==> config.mk <==
export PLATFORM = sky130hd
export DESIGN_NAME = cla_pipe_addsub
export DESIGN_NICKNAME = d
export VERILOG_FILES = /design/src/rtl/cla_pkg.sv /design/src/rtl/cla_gp_block.sv /design/src/rtl/cla_pipe_addsub.sv
export SDC_FILE = /design/constraint.sdc
export NUM_CORES = 1
export LEC_CHECK = 0
export BUFFER_PORTS_ARGS = -buffer_cell sky130_fd_sc_hd__buf_2
export CORE_MARGIN = 2
export CORE_UTILIZATION = 35
export DETAILED_ROUTE_END_ITERATION = 10
export SYNTH_ARGS = -nofsm -noshare
export SYNTH_HDL_FRONTEND = slang
export SYNTH_HIERARCHICAL = 1
export SYNTH_SLANG_ARGS = --single-unit
==> constraint.sdc <==
create_clock -name clk -period 6.3 [get_ports clk]
set_input_delay 0.945 -clock clk [delete_from_list [all_inputs] [get_ports clk]]
set_output_delay 0.945 -clock clk [all_outputs]
set_load 0.01 [all_outputs]
==> src/rtl/cla_pkg.sv <==
// Shared types and helpers for the pipelined carry-lookahead adder/subtractor.
package cla_pkg;

    localparam int CLA_BLOCK_DEFAULT = 8;

    typedef struct packed {
        logic g;
        logic p;
    } gp_t;

    typedef enum logic {
        OP_ADD = 1'b0,
        OP_SUB = 1'b1
    } op_e;

    // Combine a more-significant generate/propagate pair with a less-significant one.
    function automatic gp_t gp_merge(input gp_t hi, input gp_t lo);
        gp_t r;
        r.g = hi.g | (hi.p & lo.g);
        r.p = hi.p & lo.p;
        return r;
    endfunction

endpackage

==> src/rtl/cla_gp_block.sv <==
// Combinational N-bit lookahead window: internal carries into bits 1..N-1 plus group g/p.
module cla_gp_block
    import cla_pkg::*;
#(
    parameter int N = CLA_BLOCK_DEFAULT
)(
    input  logic [N-1:0] i_a,
    input  logic [N-1:0] i_b,
    input  logic         i_cin,
    output logic [N-2:0] o_carry,
    output logic         o_g,
    output logic         o_p
);

    gp_t [N-1:0] w_pre;

    // Prefix g/p over bits 0..i; independent of carry-in so group g/p never waits on it.
    always_comb begin
        w_pre[0] = gp_t'{g: i_a[0] & i_b[0], p: i_a[0] | i_b[0]};
        for (int i = 1; i < N; i++) begin
            w_pre[i] = gp_merge(gp_t'{g: i_a[i] & i_b[i], p: i_a[i] | i_b[i]}, w_pre[i-1]);
        end
    end

    // Carry into bit i+1 resolved directly from the prefix and the window carry-in.
    always_comb begin
        o_carry = {(N-1){1'b0}};
        for (int i = 0; i < N-1; i++) begin
            o_carry[i] = w_pre[i].g | (w_pre[i].p & i_cin);
        end
    end

    assign o_g = w_pre[N-1].g;
    assign o_p = w_pre[N-1].p;

endmodule

==> src/rtl/cla_pipe_addsub.sv <==
// Pipelined, elastic carry-lookahead adder/subtractor with status flags.
// Optional signed saturation (in_sat port) is enabled by defining CLA_PIPE_SAT_EN.
module cla_pipe_addsub
    import cla_pkg::*;
#(
    parameter int WIDTH  = 32,
    parameter int BLOCK  = CLA_BLOCK_DEFAULT,
    parameter int STAGES = 2
)(
    input  logic             clk,
    input  logic             rst,
    input  logic             in_valid,
    output logic             in_ready,
    input  logic [WIDTH-1:0] in_a,
    input  logic [WIDTH-1:0] in_b,
    input  logic             in_cin,
    input  logic             in_sub,
`ifdef CLA_PIPE_SAT_EN
    input  logic             in_sat,
`endif
    output logic             out_valid,
    input  logic             out_ready,
    output logic [WIDTH-1:0] out_sum,
    output logic             out_cout,
    output logic             out_ovf,
    output logic             out_zero
);

    localparam int NWIN = WIDTH / BLOCK;
    localparam int K    = NWIN / STAGES;
    localparam int SW   = K * BLOCK;
    localparam int LAST = STAGES - 1;

    logic [STAGES-1:0]            r_v;
    logic [STAGES-1:0][WIDTH-1:0] r_a;
    logic [STAGES-1:0][WIDTH-1:0] r_b;
    logic [STAGES-1:0][WIDTH-1:0] r_psum;
    logic [STAGES-1:0]            r_c;

    logic [STAGES-1:0]            w_load;
    logic [STAGES-1:0]            w_vin;
    logic [STAGES-1:0][WIDTH-1:0] w_a_in;
    logic [STAGES-1:0][WIDTH-1:0] w_b_in;
    logic [STAGES-1:0][WIDTH-1:0] w_psum_in;
    logic [STAGES-1:0][WIDTH-1:0] w_sum_nxt;
    logic [STAGES-1:0]            w_c_in;
    logic [STAGES-1:0]            w_c_nxt;

    logic [WIDTH-1:0] w_raw;
    logic [WIDTH-1:0] w_fin;
    logic             w_cout;
    logic             w_ovf;
    op_e              w_op;

`ifdef CLA_PIPE_SAT_EN
    localparam logic [WIDTH-1:0] SAT_MAX = {1'b0, {(WIDTH-1){1'b1}}};
    localparam logic [WIDTH-1:0] SAT_MIN = {1'b1, {(WIDTH-1){1'b0}}};
    logic [STAGES-1:0] r_sat;
    logic [STAGES-1:0] w_sat_in;
`endif

    assign w_op = op_e'(in_sub);

    // A stage can load when some stage at or after it is empty, or the output is draining.
    always_comb begin
        logic w_full;
        w_full = 1'b1;
        w_load = {STAGES{1'b0}};
        for (int s = LAST; s >= 0; s--) begin
            w_full    = w_full & r_v[s];
            w_load[s] = ~w_full | out_ready;
        end
    end

    assign in_ready  = w_load[0];
    assign out_valid = r_v[LAST];

    for (genvar s = 0; s < STAGES; s++) begin : g_stage
        logic [K-1:0]  w_g;
        logic [K-1:0]  w_p;
        logic [K:0]    w_wc;
        logic [SW-1:0] w_win_sum;

        if (s == 0) begin : g_src_in
            assign w_vin[0]     = in_valid;
            assign w_a_in[0]    = in_a;
            assign w_b_in[0]    = (w_op == OP_SUB) ? ~in_b : in_b;
            assign w_c_in[0]    = (w_op == OP_SUB) ? 1'b1 : in_cin;
            assign w_psum_in[0] = {WIDTH{1'b0}};
`ifdef CLA_PIPE_SAT_EN
            assign w_sat_in[0]  = in_sat;
`endif
        end else begin : g_src_reg
            assign w_vin[s]     = r_v[s-1];
            assign w_a_in[s]    = r_a[s-1];
            assign w_b_in[s]    = r_b[s-1];
            assign w_c_in[s]    = r_c[s-1];
            assign w_psum_in[s] = r_psum[s-1];
`ifdef CLA_PIPE_SAT_EN
            assign w_sat_in[s]  = r_sat[s-1];
`endif
        end

        for (genvar k = 0; k < K; k++) begin : g_win
            localparam int LO = s * SW + k * BLOCK;
            logic [BLOCK-2:0] w_ic;

            cla_gp_block #(.N(BLOCK)) u_blk (
                .i_a     (w_a_in[s][LO +: BLOCK]),
                .i_b     (w_b_in[s][LO +: BLOCK]),
                .i_cin   (w_wc[k]),
                .o_carry (w_ic),
                .o_g     (w_g[k]),
                .o_p     (w_p[k])
            );

            assign w_win_sum[k*BLOCK +: BLOCK] =
                w_a_in[s][LO +: BLOCK] ^ w_b_in[s][LO +: BLOCK] ^ {w_ic, w_wc[k]};
        end

        // Window carries come from a prefix over the stage's windows rather than rippling.
        always_comb begin
            gp_t w_acc;
            w_acc   = gp_t'{g: 1'b0, p: 1'b1};
            w_wc    = {(K+1){1'b0}};
            w_wc[0] = w_c_in[s];
            for (int k = 0; k < K; k++) begin
                w_acc     = gp_merge(gp_t'{g: w_g[k], p: w_p[k]}, w_acc);
                w_wc[k+1] = w_acc.g | (w_acc.p & w_wc[0]);
            end
        end

        // Bits above this stage are still zero in the carried partial sum.
        assign w_sum_nxt[s] = w_psum_in[s] | (WIDTH'(w_win_sum) << (s * SW));
        assign w_c_nxt[s]   = w_wc[K];
    end

    assign w_raw  = w_sum_nxt[LAST];
    assign w_cout = w_c_nxt[LAST];
    assign w_ovf  = w_cout ^ (w_a_in[LAST][WIDTH-1] ^ w_b_in[LAST][WIDTH-1] ^ w_raw[WIDTH-1]);

`ifdef CLA_PIPE_SAT_EN
    // Clamp toward the sign of A when the beat asked for saturation and overflowed.
    always_comb begin
        if (w_sat_in[LAST] & w_ovf) begin
            w_fin = w_a_in[LAST][WIDTH-1] ? SAT_MIN : SAT_MAX;
        end else begin
            w_fin = w_raw;
        end
    end
`else
    assign w_fin = w_raw;
`endif

    // Pipeline stage registers; the last stage is the output register set.
    always_ff @(posedge clk) begin
        if (rst) begin
            r_v      <= {STAGES{1'b0}};
            r_a      <= '0;
            r_b      <= '0;
            r_psum   <= '0;
            r_c      <= {STAGES{1'b0}};
`ifdef CLA_PIPE_SAT_EN
            r_sat    <= {STAGES{1'b0}};
`endif
            out_sum  <= {WIDTH{1'b0}};
            out_cout <= 1'b0;
            out_ovf  <= 1'b0;
            out_zero <= 1'b0;
        end else begin
            for (int s = 0; s < STAGES; s++) begin
                if (w_load[s]) begin
                    r_v[s] <= w_vin[s];
                end
            end
            for (int s = 0; s < LAST; s++) begin
                if (w_load[s] & w_vin[s]) begin
                    r_a[s]    <= w_a_in[s];
                    r_b[s]    <= w_b_in[s];
                    r_psum[s] <= w_sum_nxt[s];
                    r_c[s]    <= w_c_nxt[s];
`ifdef CLA_PIPE_SAT_EN
                    r_sat[s]  <= w_sat_in[s];
`endif
                end
            end
            if (w_load[LAST] & w_vin[LAST]) begin
                out_sum  <= w_fin;
                out_cout <= w_cout;
                out_ovf  <= w_ovf;
                out_zero <= (w_fin == {WIDTH{1'b0}});
            end
        end
    end

endmodule

==> run summary, run 1 <==
The launch point of the worst reg-to-reg path is r_b[17]. Measured in cells, the most critical reg-to-reg path has a length of 13. Summing every instance area after synthesis gives 4820 um^2. Detailed placement finished with a half-perimeter wire length of 8830 um.

The share of the Yosys chip area taken by registers is 35.7%. The critical path goes through buf_2, xor2_1, o211a_1, or2_2, a221oi_1, a211oi_1, a21o_1, maj3_2, maj3_2, maj3_2, xnor2_1, xnor2_1, nand2_1, a21oi_1. The slowest stage of the critical path belongs to the cell sky130_fd_sc_hd__buf_2. Endpoint of the worst hold path: out_sum[4].

After synthesis, the mean cell area works out to 8.01 um^2. Leaving out fill and tap cells, the most frequent cells in the layout are 113 x sky130_fd_sc_hd__nand2_1, 106 x sky130_fd_sc_hd__buf_2, 86 x sky130_fd_sc_hd__dfxtp_1, 71 x sky130_fd_sc_hd__a21oi_1, 68 x sky130_fd_sc_hd__nor2_1. The repair_antennas step left the layout with diodes totalling 0. The number of antenna violations at the first check in global routing was 0. TritonCTS built the clock tree. The logs give 27.3% for the worst relative slew slack and 19000 um for the wire length of the first global-routing pass. The synthesized design devotes to its leading area cell type 35.7% of total area. The tools report the worst clock skew as 6.40 ps. The worst path uses 70.2% of the clock period. The clock reaches the later pin of the worst-skew pair after 340 ps.

In the synthesized netlist the async set-or-reset flop fraction comes to 0%. The slew at the pin closest to its max-slew limit was 1090 ps; the number of remaining DRC errors was 0. Summed over all layers, the routed wires come to 11600 um.

In this design, the stage delay of the slowest critical-path cell is 690 ps. The number of storage elements in the synthesis netlist was 86. The clock tree synthesis step divided the H-tree into 3 levels.

The detailed router finished its first iteration with 251 violations. The tools report the final count of pins violating max slew as 0. The smallest clock period supported by the final layout is computed as 4420 ps.

STA classifies the critical path startpoint as a primary input. Buffers added to address setup during post-CTS repair amount to 0. Clock-pin slew was measured on the worst setup and hold paths at 60 ps. Count of input and output buffers: 106.

The growth of design area from synthesis to finish was 19.7%. Based on the critical path, the design can be clocked at up to 226 MHz. For the number of nets in the synthesized netlist, the log shows 672.

The tools report the area of the placeable core as 13300 um^2. In the final routed layout, each cell accounts on average for 13.3 um. The number of global-route vias before repair is 4002, and the fraction of final layout cells sized beyond drive strength 1 is 22.2%.

The global route total overflow is 0. Leaving out fill and tap cells, the most frequent cell in the layout is sky130_fd_sc_hd__nand2_1. The data required time at the worst endpoint was 6570 ps. The logs give 1530 uW for the total power draw and 2 for the maximum clock insertion buffer count.

The reg-to-reg critical path endpoint was out_zero. The number of clock buffers added by TritonCTS is 9. Leakage power figure: 0.00239 uW. The mean number of vias per cell was 4.99; the reg2reg setup slack was 2750 ps. The logs give 86 for the clock sink count and 0 for the hold-fix buffer count after cts.

Most frequent cell on the critical path: sky130_fd_sc_hd__maj3_2. Measured along the y axis, the die boundary spans 121 um. The category of the most critical setup path is in -> reg. Clock tree root buffer cell: sky130_fd_sc_hd__clkbuf_16. The tools report the total negative slack for setup checks as 0 ps. The die covers 14700 um^2. After synthesis, the netlist uses 37 different library cells.

The run finished with clean final reports. Counting every instance in the synthesized netlist gives 602. Last weighted congestion value of the routability-driven placer: 0.840. The initial utilization of the core area, before any placement, comes to 36.1%. Data on the critical path arrives at its endpoint at 4690 ps. Once detail routing completed, the nets flagged for antenna violations numbered 0. Max-cap violations in this run came to 0. Element type at the critical path end: a flop. VDD sags by at most 128 uV. The highest fanout seen on the critical path was 33. The run gives 6 as the count of synthesis-stage warnings from yosys. Measured on the finished design, the core utilization comes to 43.3%. The first-pass iteration count of the detailed router is 4.

Combined global-route utilization of all metal layers: 16.1%. The min-delay analysis places its worst path in the category reg -> reg. The floorplan has 42 rows.

Setup repair after global routing left no endpoint under its margin. In this run, post-CTS repair resized a total of 0 instances. The total number of nets in the final design is 761.

The synthesized design contains 0 enable-type register cells. The routed layout has 4345 vias. The startpoint identified for the worst hold timing path is out_sum[4]. In this run the horizontal extent of the chip is 121 um.

Power spread over the standard cell area amounts to 265 nW/um^2. Yosys attributes the largest share of cell area to sky130_fd_sc_hd__dfxtp_1 36%, sky130_fd_sc_hd__xnor2_1 12%, sky130_fd_sc_hd__nand2_1 8.8%. Cell type with the largest total area after synthesis: sky130_fd_sc_hd__dfxtp_1. Among all flip-flop cells after synthesis, the most frequent one is sky130_fd_sc_hd__dfxtp_1. Count of cells along the worst hold path: 2. Setup violations remaining at the end of the flow were counted as 0.

Pin placement for this block handled 107 I/O pins. The logs give 67 for the pin count of the biggest net entering global routing and 0 for the count of final hold-check violations.
cell families after synthesis:
| kind of cell | Yosys count | synth area share (%) |
|---|---|---|
| AOI/OAI and AO/OA | 138 | 18.6 |
| adders and majority gates | 20 | 4.46 |
| DFF | 86 | 35.7 |
| buffers and inverters | 37 | 3.71 |
| and+or+nand+nor | 224 | 19.9 |
| xor gates and xnor gates | 97 | 17.6 |
critical path: cells and delay by family:
| kind | cells | cell delay [ps] |
|---|---|---|
| compound gates | 5 | 1040 |
| xor+xnor | 3 | 640 |
| fa+ha+maj | 3 | 990 |
| buf+inv | 1 | 690 |
| simple gates | 2 | 370 |
power by group:
| part | internal, uW | total, uW | switching (uW) |
|---|---|---|---|
| logic | 152 | 330 | 177 |
| clock network | 365 | 575 | 210 |
| registers | 584 | 627 | 43.1 |
| total | 1100 | 1530 | 430 |
flip-flops by register name (all words and copies together) (netlist names):
register and flops:
out_sum 32, r_a 16, r_b 16, r_psum 16
r_v 2, out_cout 1, out_ovf 1, out_zero 1
r_c 1
stage by stage:
step	std cells	hold WS, ps	worst slack (ps)	instance area (um^2)
after global placement	856	442	1600	5450
after detailed placement	856	446	1480	5450
final	871	452	1880	5770
after global routing	871	474	1660	5770
after CTS	871	454	1840	5770
after floorplan	602	440	2270	4820
Yosys cell counts, types with 5 or more instances:
| cell | count |
|---|---|
| sky130_fd_sc_hd__nand2_1 | 113 |
| sky130_fd_sc_hd__dfxtp_1 | 86 |
| sky130_fd_sc_hd__a21oi_1 | 72 |
| sky130_fd_sc_hd__nor2_1 | 68 |
| sky130_fd_sc_hd__xnor2_1 | 65 |
| sky130_fd_sc_hd__xor2_1 | 32 |
| sky130_fd_sc_hd__a211oi_1 | 23 |
| sky130_fd_sc_hd__clkbuf_1 | 13 |
| sky130_fd_sc_hd__maj3_2 | 12 |
| sky130_fd_sc_hd__buf_2 | 11 |
| sky130_fd_sc_hd__nand2b_1 | 9 |
| sky130_fd_sc_hd__maj3_1 | 8 |
| sky130_fd_sc_hd__o22ai_1 | 8 |
| sky130_fd_sc_hd__nor4_1 | 7 |
| sky130_fd_sc_hd__inv_1 | 6 |
| sky130_fd_sc_hd__nor3_1 | 6 |
| sky130_fd_sc_hd__nand4_1 | 5 |
cell type report:
| class | instances | area [um^2] |
|---|---|---|
| fillers | 1422 | 7570 |
| inverters | 6 | 22.5 |
| clock inverters | 4 | 70.1 |
| well taps | 176 | 220 |
| flip-flops and latches | 86 | 1720 |
| multi-input cells | 479 | 2930 |
| repair buffers | 109 | 553 |
| clock buffers | 11 | 253 |
how the worst max path moves through the flow:
stage / startpoint / end / slack (ps) / depth (start not counted)
finish: in_sub / r_psum[11] / 1880 / 14
floorplan: in_sub / r_psum[11] / 2270 / 15
global placement: in_sub / r_psum[11] / 1600 / 14
global route: in_sub / r_psum[11] / 1660 / 14
CTS: in_sub / r_psum[11] / 1840 / 14
detailed placement: in_sub / r_psum[11] / 1480 / 14
routing by layer:
metal  GRT usage, %  wire [um]  up-vias
met5              0          0        -
met4           6.61        213        0
met3           3.38        592       14
met2           24.1       5090      112
met1           22.3       5700     1973
li1               -          -     2246
(Power assumes the default switching activity.)
==> inputs of run 2 (changes only) <==
- ABC_AREA: unset -> 1
- clock period: 6.3 -> 4.5 ns (I/O delays scaled with it)
==> run 2 against run 1 <==
Final cell count is 21% higher. Clock power up 43%. Largest cell class unchanged. Synthesized area is 12% higher. First-iteration DRC count rose by 16%. Non-clock buffer count increased by 1. Combinational power rose by 65%. Power grew 46%. Global-route usage decreased by 0.67 points. Routed wire length grew 6.3%.
==> run summary, run 2 <==
The number of nets in the synthesized netlist is 837. Sorting the synthesized cells by area gives the leading types as sky130_fd_sc_hd__dfxtp_1 32%, sky130_fd_sc_hd__nand2_1 11%, sky130_fd_sc_hd__inv_1 7.8%. The number of antenna-violating nets in the routed design is 0. Global routing finished with a remaining overflow of 0.

Power comes to 2240 uW. Synthesis handed over a netlist of 767 instances. The final count of pins violating max slew is 0. In this design, the stage delay of the slowest critical-path cell is 440 ps.

The tools report the count of instances resized after the clock tree is built as 0. The peak ir drop on the vdd network is 170 uV. met2 is the most crowded layer.

Of the available clock period, the critical path in the final layout requires 69.4%. Synthesized area per cell: 7.06 um^2. Between clock sinks in the finished design, the worst skew comes to 7.00 ps.

The tightest hold path in the finished design has a slack of 472 ps. Counting every sink on the clock net gives 86. In the routed design, unresolved DRC markers number 0.

The hold-fix buffer count after cts was 0; the count of final hold-check violations was 0. The most common flop cell mapped by yosys was sky130_fd_sc_hd__dfxtp_1. The area fraction of the dominant cell type after synthesis is 31.8%, and the final setup violation count is 0. The worst-skew pair later-pin latency is 340 ps. The startpoint kind of the worst setup timing path was a primary input. For the H-tree depth reported by CTS, the log shows 3. For this run, the top clock speed supported by timing is 320 MHz. Measured against its own limit, the worst slew margin works out to 40.1%. Setup repair after global routing left no endpoint under its margin.

The library cell used most frequently in the layout, excluding fill and tap cells, is sky130_fd_sc_hd__nand2_1. Critical path's slowest cell: sky130_fd_sc_hd__buf_2. Routing usage on met3: 2.33%.

The synthesized design contains 0 enable-type register cells. During placement, the flow inserted port buffers numbering 106. TritonCTS built the clock tree. By startpoint and endpoint, the worst setup path is classified as in -> reg.

Walking the worst path, the cells encountered are buf_2, buf_4, xor2_2, nor2_1, nor2_1, nand2_2, nand3_2, nand2_1, nand2_1, inv_1, nand2_1, inv_1, o21ai_1, inv_1, a21oi_1, xnor2_1, xor2_1, a21oi_1. Counting the buffers created by CTS gives 9. The netlist uses 34 different library cells.

At the worst endpoint, the arrival time is 3310 ps. The first TritonRoute pass finished after 5 iterations. Yosys instantiated no cell more often than sky130_fd_sc_hd__nand2_1. Clock-pin slew was measured on the worst setup and hold paths at 70 ps. Entering global routing, the biggest net connects 65 pins. Of all nets on the critical path, the largest fanout is 15. In this run the count of I/O pins placed on the die edge is 107.

The congestion estimate from routability-driven global placement came to 0.823. The area of the placeable core was 15100 um^2. From left edge to right edge, the die measures 128 um.

For the leakage power figure, the log shows 0.00312 uW. The tools report the total number of vias as 4785. The met1 usage was 21.5%. The worst setup path is captured at a flop. The die covers 16500 um^2. For met2 alone, demand over resource in global routing was 24.6%. For the number of antenna violations at the first check in global routing, the log shows 0.

The run finished with clean final reports. In the synthesized netlist, the cells that appear most often are 158 x sky130_fd_sc_hd__nand2_1, 112 x sky130_fd_sc_hd__inv_1, 86 x sky130_fd_sc_hd__dfxtp_1, 79 x sky130_fd_sc_hd__o21ai_0, 66 x sky130_fd_sc_hd__a21oi_1. For the buffer count from post-CTS setup fixing, the log shows 0.

The total negative slack for setup checks was 0 ps; the count of synthesis-stage warnings from yosys was 6. The tools report the clock tree root buffer cell as sky130_fd_sc_hd__clkbuf_16. The flip-flop count of the largest register, all copies and words added was 32; the fraction of final layout cells sized beyond drive strength 1 was 22.2%. The max-cap violation count is 0. For this design the ratio of total power to cell area is 351 nW/um^2.

For this configuration, the core starts out at a cell density of 35.7%. Subtracting the final worst setup slack from the clock period gives 3120 ps. Relative to the synthesized area, the layout overhead comes to 17.8%.

sky130_fd_sc_hd__dfxtp_1 takes more of the synthesized area than any other cell. After synthesis, the share of flip-flops with an asynchronous set or reset is 0%. The worst hold path belongs to the class reg -> reg.

At the pin with the least slew margin, the transition time is 897 ps. The number of inserted filler cells in the final layout is 1589, and the maximum clock insertion buffer count is 2. The floorplan has 45 rows. The total number of nets in the final design came out at 929. The number of storage elements in the synthesis netlist came out at 86. The wire-length estimate of the detail-placed layout is 9490 um. The combined global-route utilization of all metal layers is 15.4%. The data required time at the worst endpoint was 4690 ps.

The mapped netlist covers 5410 um^2. The routed wire length is 12300 um. The routed length per instance was 11.7 um.

Using the TritonRoute via totals, the vias-per-cell ratio works out to 4.55. The register with the most flip-flops was out_sum. For the number of DRC markers after the initial detailed-route iteration, the log shows 291.

For the antenna cell count, the log shows 0. Summing the sequential cell areas from Yosys gives 31.8% of the chip area. The wire length of the first global-routing pass came out at 20400 um.

The top cell types in the final layout, fill and taps aside, are 157 x sky130_fd_sc_hd__nand2_1, 112 x sky130_fd_sc_hd__inv_1, 106 x sky130_fd_sc_hd__buf_2, 86 x sky130_fd_sc_hd__dfxtp_1, 79 x sky130_fd_sc_hd__o21ai_0. For the number of global-route vias before repair, the log shows 4345. From bottom edge to top edge, the die measures 128 um.
-- run 2: changes by cell type after synthesis, moves of 9 or more --
cell	change
sky130_fd_sc_hd__o211ai_1	+9
sky130_fd_sc_hd__xnor2_1	-46
sky130_fd_sc_hd__nand2_2	+20
sky130_fd_sc_hd__nand3_1	+15
sky130_fd_sc_hd__o21ai_0	+79
sky130_fd_sc_hd__nand2_1	+45
sky130_fd_sc_hd__nor2_4	+9
sky130_fd_sc_hd__inv_1	+106
sky130_fd_sc_hd__maj3_2	-12
sky130_fd_sc_hd__nand2b_1	-9
sky130_fd_sc_hd__a211oi_1	-19
-- run 2: final timing paths --
kind,endpoint,slack [ps],startpoint,cells past startpoint
max reg2reg,out_zero,1930,r_b[17],24
min,out_sum[4],470,r_psum[4],2
min reg2reg,out_sum[4],470,r_psum[4],2
max,r_psum[11],1380,in_sub,18
-- run 2: area by class of cell --
| cell class | count | area, um^2 | share of cell area (%) |
|---|---|---|---|
| well taps | 188 | 235 | 3.69 |
| repair buffers | 110 | 561 | 8.79 |
| clock inverters | 6 | 92.6 | 1.45 |
| clock buffers | 10 | 239 | 3.75 |
| multi-input cells | 539 | 3100 | 48.6 |
| inverters | 113 | 424 | 6.65 |
| flip-flops and latches | 86 | 1720 | 27.0 |
-- run 2: routing by layer --
metal	vias to the layer above	share of wire, %	wire (um)
li1	2602	-	-
met1	2075	50	6110
met2	104	45	5530
met3	4	5.1	628
met4	0	0.54	67
met5	-	0	0
-- run 2: cells by family after synthesis --
| kind of cell | share of synthesized area, % |
|---|---|
| flops | 31.8 |
| xor+xnor | 13.7 |
| compound gates | 17.8 |
| simple gates | 25.7 |
| buf+inv | 11.0 |
-- run 2: worst max-delay path, delay by kind of cell --
family,cells,cell delay (ps)
buf+inv,5,990
simple gates,7,690
xor+xnor,3,500
compound gates,3,450
-- run 2: report_power, final --
part | internal, uW | leakage [uW] | switching, uW
clock network | 504 | 0.000155 | 317
logic | 215 | 0.00226 | 330
registers | 827 | 0.000712 | 44.6
total | 1550 | 0.00312 | 692
-- run 2: per-stage QoR --
step	util [%]	setup WS, ps	instances	area, um^2
after global placement	39.9	1090	1036	6040
after global routing	42.1	993	1052	6370
after CTS	42.1	1360	1052	6370
after floorplan	-	1590	767	5410
final	42.1	1380	1052	6370
after detailed placement	39.9	1000	1036	6040
==> inputs of run 3 (changes only) <==
- ABC_AREA: 1 -> 0
- clock period: 4.5 -> 2.8 ns (I/O delays scaled with it)
==> run 3 against run 2 <==
The run now ends with negative setup slack left. Critical path depth is 5 lower. Global-route usage is 1.7 points higher. Count of clock-buffer cells in the layout is 1 higher. Routed wire length is 2.1% higher. Die area is 11% lower. Register-to-register slack worse by 2200 ps. Worst setup slack worse by 1700 ps. Sequential share of layout area is 1.1 points lower.
==> run summary, run 3 (synthesis gave the netlist of run 1 again) <==
The later pin in the worst-skew pair is clocked with a latency of 340 ps. The first global-routing pass estimated 20300 um of wire. The launch point of the worst reg-to-reg path is r_a[17].

The count of input and output buffers works out to 106. The logic depth of the worst register-to-register path was 13. TritonCTS built the clock tree. For this run, the post-layout net count is 840. The setup path with the least slack is of type reg -> reg. Number of DRC markers after the initial detailed-route iteration: 188. The run gives 107 as the number of placed I/O pins. The cell that appears most often on the critical path is sky130_fd_sc_hd__maj3_2. The flip-flop count of the largest register, all copies and words added was 32. The top cell types in the final layout, fill and taps aside, are 113 x sky130_fd_sc_hd__nand2_1, 103 x sky130_fd_sc_hd__buf_2, 83 x sky130_fd_sc_hd__dfxtp_1, 81 x sky130_fd_sc_hd__buf_4, 70 x sky130_fd_sc_hd__a21oi_1.

The register with the most flip-flops was out_sum. The reg2reg setup slack is -310 ps. The tree built by TritonCTS fans out to 86 sinks. The number of buffers and inverters on the critical path is 0.

The termination of the worst setup path was out_zero. Along the worst path, the maximum fanout reaches 4. IR analysis of the VDD net gives a maximum drop of 314 uV. The count of cell instances traversed by the critical path is 13, and the height of the die is 121 um. The number of placement rows is 42, and the total clock buffers created by CTS is 9. The tools report the post-route non-filler standard cell count as 951. The delay contributed by the slowest stage of the critical path is 350 ps. The H-tree depth reported by CTS is 3, and the initial cell density of the core is 36.1%. The total power density per cell area works out to 529 nW/um^2. The slowest stage of the critical path belongs to the cell sky130_fd_sc_hd__dfxtp_4.

The class of the tightest hold or removal check is in -> reg. Data required time at the worst endpoint: 3090 ps. The final critical path takes up 111% of the cycle. For this design the static power due to leakage is 0.00286 uW.

Global routing used 17.1% of the available tracks across all layers. In the final routed layout, each cell accounts on average for 13.2 um. The core region is 13300 um^2. The routed wire length was 12600 um; the growth of design area from synthesis to finish was 38.2%.

The flow ran to the end, but the final reports show violations. The worst setup slack after layout is -311 ps. First-pass iteration count of the detailed router: 4. In this run the critical register-to-register path is captured at out_zero. The total overflow left after global routing is 0. Using the TritonRoute via totals, the vias-per-cell ratio works out to 4.87. In this run the deepest clock path goes through 2 buffers. At the pin with the least slew margin, the transition time is 690 ps.

In the routed design, unresolved DRC markers number 0. The library cell used most frequently in the layout, excluding fill and tap cells, is sky130_fd_sc_hd__nand2_1. The logs give 4629 for the total number of vias and 0 for the count of final hold-check violations. Half-perimeter wire length of the detailed placement result: 9800 um.

STA classifies the critical path startpoint as a flop. Traced cell by cell, the critical path runs through o211a_1, or2_4, a221oi_2, a211oi_1, a21o_1, maj3_2, maj3_2, maj3_2, xor2_1, xnor2_1, nand4_1, nor3_2, a32o_1. For the die outline area, the log shows 14700 um^2. Setup repair after global routing could not meet its margin everywhere. The number of instances in the placed design is 929. The final setup violation count is 7. The clock transition at the registers of the reported paths is 60 ps, and the max-cap violation count is 0. The final reports fail on negative setup slack. The clock tree root buffer cell is sky130_fd_sc_hd__clkbuf_16. The final period demand of the worst path works out to 3110 ps. For this run, the share of the core covered by cells in the final layout is 49.9%. At the end of routability-driven placement, the weighted congestion stood at 0.834.

The critical path starts at r_a[17]. In this design, the largest share of critical-path delay is due to adder cells. The hold-fix buffer count after cts is 0, and the number of antenna-violating nets in the routed design is 0.

The antenna cell count came out at 0. The run gives 37 as the pin count of the biggest net entering global routing. STA classifies the critical path endpoint as a flop.

The final count of pins violating max slew is 0. From left edge to right edge, the die measures 121 um. On the final layout, the worst clock skew is 6.54 ps.

The signal arrival time at the worst endpoint came out at 3400 ps. The number of antenna violations at the first check in global routing was 0; the fraction of final layout cells sized beyond drive strength 1 was 34.8%. The tools report the worst relative slew slack as 54.0%. The run gives 321 MHz as the fmax.

The number of global-route vias before repair came out at 4484.
==> run 3: cell types whose count changed in the layout (fill, tap and decap cells not counted), sizes merged, moves of 18 or more <==
cell,delta
nand2,-65
nand3,-23
a211oi,+19
xor2,-18
maj3,+20
xnor2,+46
inv,-107
buf,+78
o21ai,-82
==> run 3: metrics by stage <==
stage               area (um^2)  total power [uW]  setup TNS [ps]  setup WS [ps]  hold WS, ps
CTS                        6480              3510           -1370           -331          307
detailed placement         6090              2340           -5020           -602          447
global placement           6090              2320           -3440           -474          443
floorplan                  4930              2000           -1640           -470          440
finish                     6670              3520           -1100           -311          318
global route               6670              3720           -2560           -471          322
==> run 3: tightest hold or removal path: stages <==
cell	delay, ps
sky130_fd_sc_hd__buf_2	100
sky130_fd_sc_hd__nand2_1	50
sky130_fd_sc_hd__a21oi_1	50
==> run 3: worst min path at each step <==
| stage | cells after the start | start | to | slack [ps] |
|---|---|---|---|---|
| detailed placement | 2 | out_sum[3] | out_sum[3] | 450 |
| global placement | 2 | out_sum[4] | out_sum[4] | 440 |
| floorplan | 2 | r_psum[15] | out_sum[15] | 440 |
| global route | 3 | in_a[30] | r_a[30] | 320 |
| CTS | 3 | in_a[30] | r_a[30] | 310 |
| finish | 3 | in_a[24] | r_a[24] | 320 |
==> run 3: power by group <==
group | internal [uW] | switching [uW] | total, uW
clock | 648 | 478 | 1130
combinational | 511 | 488 | 999
sequential | 1310 | 84.5 | 1400
==> run 3: layer usage <==
metal  routed length, um  vias up  track usage (%)
li1                    -     2402                -
met1                5950     2114             22.3
met2                5880       96             28.5
met3                 535       17             2.87
met4                 229        0             6.18
met5                   0        -                0
==> run 3: timing repair <==
item                                   CTS  global route
endpoints found under the hold margin    0             0
buffers inserted                         3             4
pin swaps                               16            30
setup endpoints to repair               12            14
gates resized for setup                 18            26
==> run 3: area by class of cell <==
type	count	area (um^2)
multi-input combinational	479	3230
timing repair buffer	188	1180
clock inverter	5	32.5
inverter	6	22.5
clock buffer	11	253
tap	176	220
sequential	86	1730
fill	1330	6680
